$ cat src/rtl/seg7_scan_driver.sv
// Multiplexed N-digit 7-segment driver: latched BCD/hex codes, scan prescaler,
// lamp test, blanking, leading-zero blanking and per-digit decimal points.
module seg7_scan_driver #(
    parameter int DIGITS   = 4,
    parameter int SCAN_DIV = 1000,
    parameter int HEX_EN   = 1
) (
    input  logic                  CLK,
    input  logic                  RST_N,
    input  logic [4*DIGITS-1:0]   D,
    input  logic [DIGITS-1:0]     DP,
    input  logic                  LE,
    input  logic                  LT_N,
    input  logic                  BI_N,
    input  logic                  LZB,
    output logic [7:0]            SEG,
    output logic [DIGITS-1:0]     DIG_N
);

    localparam int CNT_W = (SCAN_DIV > 1) ? $clog2(SCAN_DIV) : 1;
    localparam int IDX_W = (DIGITS > 1) ? $clog2(DIGITS) : 1;
    localparam logic [CNT_W-1:0] CNT_LAST = CNT_W'(SCAN_DIV - 1);
    localparam logic [IDX_W-1:0] IDX_LAST = IDX_W'(DIGITS - 1);

    logic [CNT_W-1:0]    cnt_q, cnt_d;
    logic [IDX_W-1:0]    idx_q, idx_d;
    logic [4*DIGITS-1:0] dLatch_q, dLatch_d;
    logic [DIGITS-1:0]   dpLatch_q, dpLatch_d;
    logic [7:0]          seg_q, seg_d;
    logic [DIGITS-1:0]   digN_q, digN_d;

    logic [3:0] curNib;
    logic       curDp;
    logic       curBlank;
    logic       leadZero;
    logic [6:0] glyphBits;

    function automatic logic [6:0] glyph(input logic [3:0] code);
        logic [6:0] g;
        case (code)
            4'h0: g = 7'h3F;
            4'h1: g = 7'h06;
            4'h2: g = 7'h5B;
            4'h3: g = 7'h4F;
            4'h4: g = 7'h66;
            4'h5: g = 7'h6D;
            4'h6: g = 7'h7D;
            4'h7: g = 7'h07;
            4'h8: g = 7'h7F;
            4'h9: g = 7'h6F;
            4'hA: g = (HEX_EN != 0) ? 7'h77 : 7'h00;
            4'hB: g = (HEX_EN != 0) ? 7'h7C : 7'h00;
            4'hC: g = (HEX_EN != 0) ? 7'h39 : 7'h00;
            4'hD: g = (HEX_EN != 0) ? 7'h5E : 7'h00;
            4'hE: g = (HEX_EN != 0) ? 7'h79 : 7'h00;
            default: g = (HEX_EN != 0) ? 7'h71 : 7'h00;
        endcase
        return g;
    endfunction

    // Outputs are computed from the pre-edge index and latch so SEG and DIG_N
    // always describe the same digit in the same cycle.
    always_comb begin
        cnt_d     = cnt_q;
        idx_d     = idx_q;
        dLatch_d  = LE ? dLatch_q : D;
        dpLatch_d = LE ? dpLatch_q : DP;
        curNib    = 4'd0;
        curDp     = 1'b0;
        curBlank  = 1'b0;
        leadZero  = 1'b1;
        digN_d    = '1;
        glyphBits = 7'd0;
        seg_d     = 8'h00;

        if (cnt_q == CNT_LAST) begin
            cnt_d = '0;
            idx_d = (idx_q == IDX_LAST) ? '0 : idx_q + 1'b1;
        end else begin
            cnt_d = cnt_q + 1'b1;
        end

        // Walk from the most significant digit down so leadZero means "this
        // digit and everything above it is zero".
        for (int k = DIGITS - 1; k >= 0; k--) begin
            leadZero = leadZero & (dLatch_q[4*k +: 4] == 4'd0);
            if (idx_q == IDX_W'(k)) begin
                curNib    = dLatch_q[4*k +: 4];
                curDp     = dpLatch_q[k];
                curBlank  = leadZero && (k != 0);
                digN_d[k] = 1'b0;
            end
        end

        glyphBits = glyph(curNib);
        if (LZB && curBlank) begin
            glyphBits = 7'd0;
        end

        if (!LT_N) begin
            seg_d = 8'hFF;
        end else if (!BI_N) begin
            seg_d = 8'h00;
        end else begin
            seg_d = {curDp, glyphBits};
        end
    end

    always_ff @(posedge CLK or negedge RST_N) begin
        if (!RST_N) begin
            cnt_q     <= '0;
            idx_q     <= '0;
            dLatch_q  <= '0;
            dpLatch_q <= '0;
            seg_q     <= 8'h00;
            digN_q    <= '1;
        end else begin
            cnt_q     <= cnt_d;
            idx_q     <= idx_d;
            dLatch_q  <= dLatch_d;
            dpLatch_q <= dpLatch_d;
            seg_q     <= seg_d;
            digN_q    <= digN_d;
        end
    end

    assign SEG   = seg_q;
    assign DIG_N = digN_q;

endmodule

$ cat config.mk
export PLATFORM = sky130hd
export DESIGN_NAME = seg7_scan_driver
export DESIGN_NICKNAME = d
export VERILOG_FILES = /design/src/rtl/seg7_scan_driver.sv
export SDC_FILE = /design/constraint.sdc
export NUM_CORES = 1
export LEC_CHECK = 0
export ABC_AREA = 0
export CAP_MARGIN = 10
export CORE_MARGIN = 4
export CORE_UTILIZATION = 23
export CTS_CLUSTER_SIZE = 30
export DETAILED_ROUTE_END_ITERATION = 8
export PLACE_DENSITY = 0.51
export SYNTH_ARGS = -nofsm -noshare
export SYNTH_HDL_FRONTEND = slang
export SYNTH_SLANG_ARGS = --single-unit
export TNS_END_PERCENT = 30
$ cat constraint.sdc
create_clock -name CLK -period 3.2 [get_ports CLK]
set_clock_uncertainty 0.15 [all_clocks]
set_input_delay 0.96 -clock CLK [delete_from_list [all_inputs] [get_ports CLK]]
set_output_delay 0.96 -clock CLK [all_outputs]
set_load 0.1 [all_outputs]
==> impl_metrics.ini <==
[status]
status = finished clean

[worst_setup_path]
worst_path_max_delay_cell = dfrtp_1
cpLargestDelayFamily = simple AND/OR/NAND/NOR gates
startpoint_type = flop
cp_max_fo = 11
critical_path.cell_chain = inv_1, ha_1, and2b_1, a221o_1, nand2_1, inv_1, ha_1, nor3_1, o31ai_1
crit_arrival_ns = 2.61
critPathBufInv = 2
cp.required_ns = 3.22
slowest_delay_ns = 0.43
path_class = flop to flop
end_kind = flop
rrSetupSlack_ns = 0.61

[timing]
whs_ns = 0.3084
fin_crit_sh = 0.8103
max_freq_ghz = 0.3856
period_minus_slack_ns = 2.593
fin_tns_setup_ns = 0
slew_headroom = 0.3773
tightest_slew_ns = 0.9341
hold_viol_final = 0
rsz0062_at_grt = no
maxSlewViolCount = 0
setup_viol = 0

[synth]
netlist_area_sq_um = 2250
netlist_instances = 192
ys_ff_latch = 44
synth_edf_count = 0
ys.flop_type = dfrtp_1
ys_async_sr_fraction = 1.000
synth_seq_area_share = 0.4917
yosysWarnings = 0
ys_types = 51
synth_fp_nets = 228
syn_area_per_cell_sq_um = 11.72

[placed_design]
place_hpwl_mm = 3.655
io_buffer_count = 37
place_congestion = 0.7771

[clock_network]
clk_pin_slew_ns = 0.10
cts_tree = built
postCtsSetupBuffers = 0
root_buffer = clkbuf_8
holdBufCountCts = 0
clk_latency_ns = 0.31
cts_buffer_depth = 2
cts_resized = 0
cts-buffers-inserted = 5
cts_max_level = 2
numClockSinks = 44

[power_and_ir_drop]
ir_drop_mv = 0.1984
cellLeakagePower_nw = 1.132
power-per-cell-area_nw_per_um2 = 429.8

[global_route]
overflow = 0
grt_max_degree = 44
antenna_found_initial = 0
gr-usage-all-layers = 0.08764
grt_pass1_vias = 1526
grt_pass1_wl_mm = 7.866

[drt]
via_per_inst = 4.255
drt-total-wl_mm = 4.723
first_iter_violations = 50
first_pass_iters = 4
wl_per_cell_um = 12.98
vias = 1549
drc = 0
ant_nets = 0

[floorplanning]
start_util = 0.2401
die_height_um = 106.9
die_width_um = 106.9
core_sq_um = 9371
die_area_sq_um = 11430
ioPinCount = 38
rows = 35

[cells_and_area]
antenna_cells = 0
syn_to_final_growth_pct = 25.75
drive_gt1_frac = 0.2426
nets = 270

[run]
max-cap-violations = 0

[min_path]
hold_class = flop to flop
## cell families (layout without fill, tap and decap cells)
kind of cell / Yosys count / in the layout / share of synthesized area
adders and majority gates: 10 / 10 / 0.05562
xor gates and xnor gates: 8 / 8 / 0.03114
AOI/OAI and AO/OA: 34 / 34 / 0.1279
DFF: 44 / 44 / 0.4917
muxes: 22 / 22 / 0.1101
buffers and inverters: 16 / 59 / 0.03448
and+or+nand+nor: 58 / 58 / 0.1491
## where the power goes
group,switching (mW),internal (mW)
registers,0.0238,0.591
logic,0.145,0.0954
clock network,0.206,0.155
## stage by stage
step	total power [mW]	cells	utilization	setup slack (ns)	cell area, sq um
finish	1.216	364	0.3019	0.6069	2829
global route	1.275	364	0.3019	0.4172	2829
CTS	1.234	364	0.3019	0.6006	2829
detailed placement	0.8695	356	0.2920	0.5706	2736
global placement	0.8684	356	0.2920	0.5728	2736
floorplan	0.7794	192	-	0.8716	2250
## layout by cell type, fill, tap and decap left out, drive strengths merged, types with 2 or more instances in the layout
master and count:
a311o 2, dfrtp 40, clkbuf 5, nor4 4
ha 10, o21ai 4, nand3 5, o31ai 4
or2 2, and2 2, xnor2 4, a221oi 3
o211ai 2, xor2 4, a211oi 3, nor3b 2
clkdlybuf4s50 24, buf 17, mux2 22, and3 4
dfstp 4, nor3 5, a311oi 2, clkinvlp 2
inv 10, nor2 14, a31o 2, nor2b 3
a21oi 5, nand2 8, nand3b 4
## state kept, by name, summed over array words and instances (netlist names)
name	count
DIG_N	4
SEG	8
cnt_q	10
dLatch_q	16
dpLatch_q	4
idx_q	2
## per-layer routing
metal / vias up / part of all wire / GRT usage
met2: 36 / 0.43 / 0.1263
li1: 779 / - / -
met3: 6 / 0.048 / 0.02348
met4: 0 / 0.015 / 0.03014
met1: 728 / 0.51 / 0.1259
met5: - / 0 / 0
## synthesized netlist by cell type, types with 3 or more instances
library cell	number	area (sq um)
dfrtp_1	40	1001
xnor2_1	4	35.03
xor2_1	4	35.03
and3_1	3	18.77
nand3b_1	4	30.03
nor2_1	13	48.80
ha_1	10	125.1
o31ai_1	4	30.03
inv_1	10	37.54
a21oi_1	5	25.02
nand3_1	5	25.02
nor3_1	5	25.02
nor2b_1	3	18.77
mux2_2	20	225.2
nor4_1	4	25.02
dfstp_2	4	105.1
nand2_1	8	30.03
## final cells by class
| class | count | area (sq um) |
|---|---|---|
| Multi-Input combinational cell | 132 | 1066 |
| Inverter | 10 | 37.54 |
| Clock buffer | 5 | 68.82 |
| Clock inverter | 3 | 23.77 |
| Sequential cell | 44 | 1106 |
| Fill cell | 1024 | 6543 |
| Timing Repair Buffer | 41 | 365.4 |
| Tap cell | 129 | 161.4 |
## worst paths after layout
check,startpoint,endpoint,depth (start not counted)
hold / removal,cnt_q[0]$_DFF_PN0_,cnt_q[0]$_DFF_PN0_,1
hold reg to reg,cnt_q[0]$_DFF_PN0_,cnt_q[0]$_DFF_PN0_,1
setup reg to reg,idx_q[0]$_DFFE_PN0N_,SEG[2]$_DFF_PN0_,9
max in group asynchronous,RST_N,DIG_N[1]$_DFF_PN1_,2
setup / recovery,idx_q[0]$_DFFE_PN0N_,SEG[2]$_DFF_PN0_,9
min in group asynchronous,RST_N,cnt_q[8]$_DFF_PN0_,1
## worst register-to-register path, stage by stage, from the launching register on
cell     delay, ns
dfrtp_1       0.43
inv_1         0.09
ha_1          0.37
and2b_1       0.28
a221o_1       0.35
nand2_1       0.18
inv_1         0.07
ha_1          0.24
nor3_1        0.22
o31ai_1       0.09
Power figures use the tool's default switching activity.
